--- src/rtl/aes_cmd_sequencer_if.sv ---
// aes_cmd_sequencer_if: instruction, DMA command, engine and status signals of the AES job sequencer
interface aes_cmd_sequencer_if #(
  parameter int ADDRW   = 24,
  parameter int OPCODEW = 2
);
  logic [3*ADDRW+OPCODEW-1:0] instr;
  logic                       instr_valid;
  logic                       instr_ready;
  logic                       dma_valid;
  logic                       dma_ready;
  logic [ADDRW-1:0]           dma_addr;
  logic                       dma_dir;
  logic                       dma_sel;
  logic                       dma_done;
  logic                       eng_start;
  logic                       eng_mode;
  logic                       eng_done;
  logic                       busy;
  logic                       done_pulse;
  logic                       err_pulse;
  logic [1:0]                 err_code;
  modport slave (
    input  instr, instr_valid, dma_ready, dma_done, eng_done,
    output instr_ready, dma_valid, dma_addr, dma_dir, dma_sel, eng_start, eng_mode,
           busy, done_pulse, err_pulse, err_code
  );
  modport master (
    output instr, instr_valid, dma_ready, dma_done, eng_done,
    input  instr_ready, dma_valid, dma_addr, dma_dir, dma_sel, eng_start, eng_mode,
           busy, done_pulse, err_pulse, err_code
  );
endinterface

--- src/rtl/aes_cmd_sequencer.sv ---
// aes_cmd_sequencer: runs one AES job at a time (key fetch, text fetch, engine run, write-back)
module aes_cmd_sequencer #(
  parameter int ADDRW   = 24,
  parameter int OPCODEW = 2,
  parameter int TIMEOUT = 1024
) (
  input logic               clk,
  input logic               rst,
  aes_cmd_sequencer_if.slave bus
);
  localparam int TW = TIMEOUT > 0 ? $clog2(TIMEOUT + 1) : 1;
  localparam logic [TW-1:0] TMAX  = TW'(TIMEOUT);
  localparam logic [TW-1:0] TLAST = TW'(TIMEOUT > 0 ? TIMEOUT - 1 : 0);
  typedef enum logic [3:0] {IDLE, KEY_REQ, KEY_WAIT, TXT_REQ, TXT_WAIT, START, RUN, WB_REQ, WB_WAIT} state_t;
  state_t             state_q, state_d;
  logic [ADDRW-1:0]   key_q, key_d, text_q, text_d, dest_q, dest_d, addr_q;
  logic [OPCODEW-1:0] op;
  logic [TW-1:0]      timer_q, timer_d;
  logic [1:0]         err_code_q, err_code_d;
  logic               mode_q, mode_d, key_loaded_q, key_loaded_d, done_q, done_d, err_q, err_d;
  logic               ready_q, busy_q, dv_q, dir_q, sel_q, start_q, acc, expire, wt;
  // next-state, latched fields and completion/error events for the coming edge
  always_comb begin
    op           = bus.instr[3*ADDRW +: OPCODEW];
    acc          = state_q == IDLE && bus.instr_valid;
    key_d        = acc ? bus.instr[2*ADDRW +: ADDRW] : key_q;
    text_d       = acc ? bus.instr[ADDRW +: ADDRW] : text_q;
    dest_d       = acc ? bus.instr[0 +: ADDRW] : dest_q;
    mode_d       = acc ? op[1] : mode_q;
    wt           = state_q inside {KEY_WAIT, TXT_WAIT, RUN};
    expire       = TIMEOUT != 0 && wt && timer_q == TLAST;
    state_d      = state_q;
    done_d       = 1'b0;
    err_d        = 1'b0;
    err_code_d   = err_code_q;
    key_loaded_d = key_loaded_q;
    case (state_q)
      IDLE:     if (acc) begin
                  if (!op[0]) state_d = KEY_REQ;
                  else if (key_loaded_q) state_d = TXT_REQ;
                  else begin err_d = 1'b1; err_code_d = 2'b01; end
                end
      KEY_REQ:  if (bus.dma_ready) state_d = KEY_WAIT;
      KEY_WAIT: if (bus.dma_done) begin state_d = TXT_REQ; key_loaded_d = 1'b1; end
                else if (expire) key_loaded_d = 1'b0;
      TXT_REQ:  if (bus.dma_ready) state_d = TXT_WAIT;
      TXT_WAIT: if (bus.dma_done) state_d = START;
      START:    state_d = RUN;
      RUN:      if (bus.eng_done) state_d = WB_REQ;
      WB_REQ:   if (bus.dma_ready) state_d = WB_WAIT;
      WB_WAIT:  if (bus.dma_done) begin state_d = IDLE; done_d = 1'b1; end
      default:  state_d = IDLE;
    endcase
    if (expire && state_d == state_q) begin
      state_d    = IDLE;
      err_d      = 1'b1;
      err_code_d = 2'b10;
    end
    timer_d = (state_d != state_q || !wt) ? '0 : timer_q + TW'(timer_q != TMAX);
  end
  // state, job context and registered outputs decoded from the next state
  always_ff @(posedge clk) begin
    if (rst) begin
      state_q      <= IDLE;
      key_q        <= '0;
      text_q       <= '0;
      dest_q       <= '0;
      mode_q       <= 1'b0;
      key_loaded_q <= 1'b0;
      timer_q      <= '0;
      err_code_q   <= 2'b00;
      done_q       <= 1'b0;
      err_q        <= 1'b0;
      ready_q      <= 1'b1;
      busy_q       <= 1'b0;
      dv_q         <= 1'b0;
      addr_q       <= '0;
      dir_q        <= 1'b0;
      sel_q        <= 1'b0;
      start_q      <= 1'b0;
    end else begin
      state_q      <= state_d;
      key_q        <= key_d;
      text_q       <= text_d;
      dest_q       <= dest_d;
      mode_q       <= mode_d;
      key_loaded_q <= key_loaded_d;
      timer_q      <= timer_d;
      err_code_q   <= err_code_d;
      done_q       <= done_d;
      err_q        <= err_d;
      ready_q      <= state_d == IDLE;
      busy_q       <= state_d != IDLE;
      dv_q         <= state_d inside {KEY_REQ, TXT_REQ, WB_REQ};
      addr_q       <= state_d == KEY_REQ ? key_d : state_d == TXT_REQ ? text_d : state_d == WB_REQ ? dest_d : '0;
      dir_q        <= state_d == WB_REQ;
      sel_q        <= state_d inside {TXT_REQ, WB_REQ};
      start_q      <= state_d == START;
    end
  end
  assign bus.instr_ready = ready_q;
  assign bus.busy        = busy_q;
  assign bus.dma_valid   = dv_q;
  assign bus.dma_addr    = addr_q;
  assign bus.dma_dir     = dir_q;
  assign bus.dma_sel     = sel_q;
  assign bus.eng_start   = start_q;
  assign bus.eng_mode    = mode_q;
  assign bus.done_pulse  = done_q;
  assign bus.err_pulse   = err_q;
  assign bus.err_code    = err_code_q;
endmodule

--- src/flat_wrapper.sv ---
// flat-port wrapper written by rule: the top's interface ports become plain ports
module aes_cmd_sequencer_flat 
#(
  parameter int ADDRW   = 24,
  parameter int OPCODEW = 2,
  parameter int TIMEOUT = 1024
)
  (clk, rst, bus_instr, bus_instr_valid, bus_dma_ready, bus_dma_done, bus_eng_done, bus_instr_ready, bus_dma_valid, bus_dma_addr, bus_dma_dir, bus_dma_sel, bus_eng_start, bus_eng_mode, bus_busy, bus_done_pulse, bus_err_pulse, bus_err_code);
  aes_cmd_sequencer_if #(.ADDRW(ADDRW), .OPCODEW(OPCODEW)) bus_i ();
  input logic clk;
  input logic rst;
  input wire logic [$bits(bus_i.instr)-1:0] bus_instr;
  input wire logic [$bits(bus_i.instr_valid)-1:0] bus_instr_valid;
  input wire logic [$bits(bus_i.dma_ready)-1:0] bus_dma_ready;
  input wire logic [$bits(bus_i.dma_done)-1:0] bus_dma_done;
  input wire logic [$bits(bus_i.eng_done)-1:0] bus_eng_done;
  output wire logic [$bits(bus_i.instr_ready)-1:0] bus_instr_ready;
  output wire logic [$bits(bus_i.dma_valid)-1:0] bus_dma_valid;
  output wire logic [$bits(bus_i.dma_addr)-1:0] bus_dma_addr;
  output wire logic [$bits(bus_i.dma_dir)-1:0] bus_dma_dir;
  output wire logic [$bits(bus_i.dma_sel)-1:0] bus_dma_sel;
  output wire logic [$bits(bus_i.eng_start)-1:0] bus_eng_start;
  output wire logic [$bits(bus_i.eng_mode)-1:0] bus_eng_mode;
  output wire logic [$bits(bus_i.busy)-1:0] bus_busy;
  output wire logic [$bits(bus_i.done_pulse)-1:0] bus_done_pulse;
  output wire logic [$bits(bus_i.err_pulse)-1:0] bus_err_pulse;
  output wire logic [$bits(bus_i.err_code)-1:0] bus_err_code;
  assign bus_i.instr = bus_instr;
  assign bus_i.instr_valid = bus_instr_valid;
  assign bus_i.dma_ready = bus_dma_ready;
  assign bus_i.dma_done = bus_dma_done;
  assign bus_i.eng_done = bus_eng_done;
  assign bus_instr_ready = bus_i.instr_ready;
  assign bus_dma_valid = bus_i.dma_valid;
  assign bus_dma_addr = bus_i.dma_addr;
  assign bus_dma_dir = bus_i.dma_dir;
  assign bus_dma_sel = bus_i.dma_sel;
  assign bus_eng_start = bus_i.eng_start;
  assign bus_eng_mode = bus_i.eng_mode;
  assign bus_busy = bus_i.busy;
  assign bus_done_pulse = bus_i.done_pulse;
  assign bus_err_pulse = bus_i.err_pulse;
  assign bus_err_code = bus_i.err_code;
  aes_cmd_sequencer #(.ADDRW(ADDRW), .OPCODEW(OPCODEW), .TIMEOUT(TIMEOUT)) u_core (.clk(clk), .rst(rst), .bus(bus_i));
endmodule
--- config.mk ---
export PLATFORM = sky130hd
export DESIGN_NAME = aes_cmd_sequencer_flat
export DESIGN_NICKNAME = d
export VERILOG_FILES = /design/src/rtl/aes_cmd_sequencer_if.sv /design/src/rtl/aes_cmd_sequencer.sv /design/src/flat_wrapper.sv
export SDC_FILE = /design/constraint.sdc
export NUM_CORES = 1
export LEC_CHECK = 0
export ABC_AREA = 1
export CAP_MARGIN = 20
export CELL_PAD_IN_SITES_DETAIL_PLACEMENT = 0
export CELL_PAD_IN_SITES_GLOBAL_PLACEMENT = 2
export CORE_MARGIN = 1
export CORE_UTILIZATION = 29
export DETAILED_ROUTE_END_ITERATION = 6
export PLACE_DENSITY = 0.84
export SYNTH_ARGS = -nofsm -noshare
export SYNTH_HDL_FRONTEND = slang
export SYNTH_SLANG_ARGS = --single-unit
--- constraint.sdc ---
create_clock -name clk -period 2.9 [get_ports clk]
set_clock_uncertainty 0.2 [all_clocks]
set_input_delay 0.58 -clock clk [delete_from_list [all_inputs] [get_ports clk]]
set_output_delay 0.58 -clock clk [all_outputs]
set_load 0.005 [all_outputs]
== Yosys cells after proc, flatten, opt, wreduce, memory -nomap -nowiden ==
Cells that the tools add are included.
Operators by class
  order comparisons: 0
  shift-type cells: 0
  multipliers: 0
  bitwise logic cells: 2
  reduce and logical (&&, ||, !) cells: 21
  $add $sub $neg: 1
  divide/modulo/power cells: 0
  equality and inequality tests: 17
  mux-type cells: 31
Operators by type and width (number)
  2-to-1 mux 24 bit: 6
  2-to-1 mux 4 bit: 11
  case mux 4 bit (9 select lines): 1
  == test 4 x 3 -> 1 bit (second input constant): 6
  == test 4 x 2 -> 1 bit (second input constant): 3
  adder 11 x 1 -> 11 bit: 1
  == test 11 x 10 -> 1 bit (second input constant): 1
  inequality test 11 bit (second input constant): 1
  2-to-1 mux 2 bit: 5
  nonzero test 2 bit: 5
  == test 4 x 1 -> 1 bit (second input constant): 2
  zero test 4 bit: 2
  2-to-1 mux 1 bit: 8
  AND reduction 4 bit: 2
  nonzero test 3 bit: 2
  OR reduction 2 bit: 3
  == test 4 bit: 1
  == test 4 bit (second input constant): 1
  inequality test 4 bit: 1
  nonzero test 4 bit: 1
  logical AND 1 bit: 3
  inequality test 2 bit (second input constant): 1
  NOT 1 bit: 2
  AND reduction 2 bit: 1
  2 further kinds: 2
Word-level totals
  memory bits (writable): 0
  input bits: 80
  word-level logic and storage cells: 90
  memories kept: 0
  bits in latches: 0
  flip-flop bits (word level): 123
  memory bits (read-only): 0
  output and inout bits: 35

== Longest topological paths before layout ==
  depth after elaboration: 11
  mapped depth: 16
  depth with buffers taken out: 15

== Worst setup path after synthesis ==
OpenSTA, ideal clock, no wires.
  path type: input-to-reg
  start: input port bus_dma_ready
  end: register u_core.addr_q[16], in the netlist u_core.bus.dma_addr[16]
  setup time: 0.109 ns
  required time: 2.591 ns
  arrival time: 1.783 ns
  path slack: 0.808 ns
  stages on the path: 12
  path buffers: 1
  cells stage by stage: inv_1 -> nor2_1 -> nor2_1 -> nor2_1 -> nand2_2 -> nor2_4 -> buf_2 -> nand4_1 -> nand2_1 -> inv_1 -> nand2_1 -> inv_1
Between the ends
  cells in the longest elaborated chain, start to end: 9
  elaborated cells on any way between the ends: 13
  classes of those cells: eq/ne: 4; mux: 8; reduce/logical: 1
Ends and longest elaborated chain
  from (decl): RTL line flat_wrapper.sv:14  | input wire logic [$bits(bus_i.dma_ready)-1:0] bus_dma_ready;
  2-to-1 mux 4 bit (on tied branches): RTL line aes_cmd_sequencer.sv:50, aes_cmd_sequencer.sv:43, aes_cmd_sequencer.sv:46
  case mux 4 bit (9 select lines) (*): RTL line aes_cmd_sequencer.sv:37  | case (state_q)
  == test 4 bit: RTL line aes_cmd_sequencer.sv:54  | if (expire && state_d == state_q) begin
  logical AND 1 bit: RTL line aes_cmd_sequencer.sv:54
  2-to-1 mux 4 bit (*): RTL line aes_cmd_sequencer.sv:54
  == test 4 x 3 -> 1 bit: RTL line aes_cmd_sequencer.sv:95  | addr_q <= state_d == KEY_REQ ? key_d : state_d == TXT_REQ ? text_d : state_d == WB_REQ ? dest_d : '0;
  2-to-1 mux 24 bit (2 in series): RTL line aes_cmd_sequencer.sv:95
  2-to-1 mux 24 bit (*): RTL line aes_cmd_sequencer.sv:95
  to (signal assigned): RTL line aes_cmd_sequencer.sv:95
  to (decl): RTL line aes_cmd_sequencer.sv:16  | logic [ADDRW-1:0] key_q, key_d, text_q, text_d, dest_q, dest_d, addr_q;
Every way passes the cells marked *; elsewhere a longest branch is shown, timed or not.
A chain may end at the register's enable or synchronous reset.

== Worst setup path after layout ==
  start: input port bus_dma_ready
  end: register u_core.addr_q[11], in the netlist u_core.bus.dma_addr[11]
The elaborated chain is that of the path after synthesis.

==> results.py <==
metrics = {
    "finish": {
        "fin_cells": 1055,
        "layout_commonest_cell": "dfxtp_1",
        "diodes": 0,
        "area_delta_synth_final_pct": 37.9,
        "drive_gt1_share_pct": 15.8,
        "fillers": 1922,
        "final_nets": 892,
        "layout_common_cells": "123 x dfxtp_1, 113 x clkdlybuf4s50_1, 94 x nor2_1",
    },
    "die": {
        "die_area_um2": 19500,
        "chipHeight_um": 140,
        "core_area_um2": 18600,
        "rows": 50,
        "die_w_um": 140,
        "initial_core_util_pct": 29.5,
        "io_pins": 115,
    },
    "clocking": {
        "cts_max_level": 4,
        "clkSinkCount": 123,
        "clock_latency_ns": 0.42,
        "cts_buffers": 17,
        "cts_resized": 0,
        "root_buffer": "clkbuf_16",
        "cts_buffer_depth": 2,
        "path_clk_slew_ns": 0.06,
        "cts_tree": "built",
        "postCtsSetupBuffers": 0,
        "holdBufCountCts": 0,
    },
    "drt": {
        "num_vias": 4780,
        "wl_per_cell_um": 14.3,
        "drt_iter0_drc": 200,
        "ant_nets": 0,
        "routed_wl_um": 15000,
        "viasPerCell": 4.53,
        "drt_pass1_iterations": 4,
        "drc": 0,
    },
    "logic_synthesis": {
        "ys_seq_elements": 123,
        "ys_seq_area_share_pct": 44.7,
        "syn_avg_cell_area_um2": 7.89,
        "synth_cell_types": 30,
        "syn_nets": 781,
        "postSynthCellCount": 698,
        "netlist_area_um2": 5500,
        "yosysWarnings": 0,
    },
    "global_routing": {
        "antenna_found_initial": 0,
        "met2_usage_pct": 25.8,
        "first_global_vias": 4608,
        "grtUsageMet1_pct": 21.4,
        "grt_pass1_wl_um": 24300,
        "grt_max_degree": 75,
        "gr-total-overflow": 0,
        "use_met3_pct": 3.92,
        "globalRouteTotalUtil_pct": 16.3,
        "grt-busiest-layer": "met2",
    },
    "critical_path": {
        "crit_required_ns": 3.02,
        "worstSetupEndpointType": "register",
        "worstSetupPathType": "in -> reg",
        "cp.arrival_ns": 2.50,
        "cp.buffers_inverters": 5,
        "path_cells": "clkdlybuf4s50_1 -> inv_1 -> nor2_1 -> nor2_1 -> nor2_1 -> nand2_2 -> nor2_4 -> buf_4 -> nand4_1 -> nand2_1 -> inv_1 -> nand2_1 -> inv_1",
        "cpMaxStageDelayCell": "clkdlybuf4s50_1",
        "crit_path_start_kind": "primary input",
        "crit_path_max_incr_delay_ns": 0.49,
        "crit_family": "simple AND/OR/NAND/NOR gates",
        "crit_fanout": 15,
    },
    "place": {
        "gp_congestion": 0.748,
        "port_buffers": 114,
        "dpl.hpwl_um": 9920,
        "placedCellCount": 1024,
    },
    "power": {
        "p_leak_nw": 3.61,
        "p_per_area_nw_per_um2": 672,
        "ir_worst_vdd_uv": 402,
        "total_power_mw": 5.10,
    },
    "sta": {
        "drv_slew": 0,
        "setup_violations": 0,
        "fmax_mhz": 422,
        "rsz0062_at_grt": "no",
        "min_period_ns": 2.37,
        "hold_viol": 0,
        "tns_ns": 0,
        "tightest_slew_ns": 0.686,
        "slew_headroom_pct": 54.3,
        "period_share_pct": 81.8,
    },
    "job": {
        "cap_violations": 0,
    },
    "hold_path": {
        "min_path_type": "reg -> reg",
    },
    "status": {
        "status": "complete, no violations",
    },
}
## tightest hold or removal path, delay by kind of cell (launching register included)
family / cells / cell delay (ns)
DFF: 1 / 0.31
AOI/OAI and AO/OA: 1 / 0.05
and+or+nand+nor: 1 / 0.06
## where the power goes
| part | total [mW] | internal, mW | switching (mW) |
|---|---|---|---|
| sequential | 1.91 | 1.86 | 0.0505 |
| clock | 2.17 | 1.43 | 0.734 |
| combinational | 1.02 | 0.503 | 0.519 |
## sequential cells by signal (all words and copies together), names as in the netlist, 2 cells and up
| signal | flops |
|---|---|
| u_core.bus.dma_addr | 24 |
| u_core.dest_q | 24 |
| u_core.key_q | 24 |
| u_core.text_q | 24 |
| u_core.timer_q | 11 |
| u_core.state_q | 4 |
| u_core.bus.err_code | 2 |
## routing by layer
| layer | vias up | wire, µm |
|---|---|---|
| met1 | 2211 | 7290 |
| met4 | 0 | 218 |
| met3 | 18 | 572 |
| met2 | 95 | 6970 |
| li1 | 2456 | - |
| met5 | - | 0 |
## kinds of logic (layout without fill, tap and decap cells)
group	count (synthesis)	in the layout	share of synthesized area, %
and+or+nand+nor	341	341	31.0
buffers and inverters	139	262	10.1
DFF	123	123	44.7
adders and majority gates	3	3	0.682
AOI/OAI and AO/OA	38	38	3.86
muxes	48	48	8.73
xor gates and xnor gates	6	6	0.955
## worst paths after layout
path,end,startpoint,slack (ns),cells past startpoint
hold reg to reg,u_core.bus.eng_mode$_SDFFE_PP0N_,u_core.bus.eng_mode$_SDFFE_PP0N_,0.27,2
setup reg to reg,u_core.bus.dma_addr[11]$_SDFF_PP0_,u_core.timer_q[1]$_SDFF_PP0_,0.58,15
setup / recovery,u_core.bus.dma_addr[11]$_SDFF_PP0_,bus_dma_ready,0.53,13
hold / removal,u_core.bus.eng_mode$_SDFFE_PP0N_,u_core.bus.eng_mode$_SDFFE_PP0N_,0.27,2
## synthesized netlist by cell type
cell / n / share of area (%)
nor3_1: 3 / 0.27
nor2_4: 5 / 1.0
o211ai_1: 1 / 0.14
nand2_1: 78 / 5.3
nand3_1: 38 / 3.5
dfxtp_1: 123 / 45
inv_1: 91 / 6.2
nor2_1: 94 / 6.4
xnor2_1: 2 / 0.32
nand4_1: 52 / 5.9
nor2_2: 11 / 1.3
o211a_1: 1 / 0.18
nand3_4: 2 / 0.64
o41ai_1: 1 / 0.16
o32ai_1: 1 / 0.16
nand2_4: 1 / 0.20
ha_1: 3 / 0.68
mux2i_1: 48 / 8.7
clkbuf_1: 20 / 1.4
buf_2: 14 / 1.3
buf_4: 4 / 0.55
o211ai_2: 1 / 0.23
nand2_2: 5 / 0.57
xor2_1: 4 / 0.64
a21oi_1: 6 / 0.55
inv_2: 8 / 0.55
buf_1: 2 / 0.14
nor4_1: 4 / 0.45
o21ai_0: 27 / 2.5
or2_2: 48 / 5.5
## through the flow
step	instance area [µm²]	util, %	setup slack (ns)	hold WS [ns]
final	7590	40.7	0.528	0.265
after global routing	7590	40.7	0.349	0.300
after CTS	7590	40.7	0.534	0.270
after detailed placement	6990	37.5	0.102	0.261
after global placement	6990	37.5	0.0878	0.259
after floorplan	5500	-	0.808	0.253
## cell type report
| class | count | area, µm² | area share (%) |
|---|---|---|---|
| multi-input cells | 436 | 2510 | 33.1 |
| flip-flops and latches | 123 | 2460 | 32.4 |
| repair buffers | 132 | 1350 | 17.8 |
| clock buffers | 24 | 492 | 6.48 |
| inverters | 99 | 372 | 4.90 |
| well taps | 234 | 293 | 3.86 |
| clock inverters | 7 | 113 | 1.48 |
(Power assumes the default switching activity.)
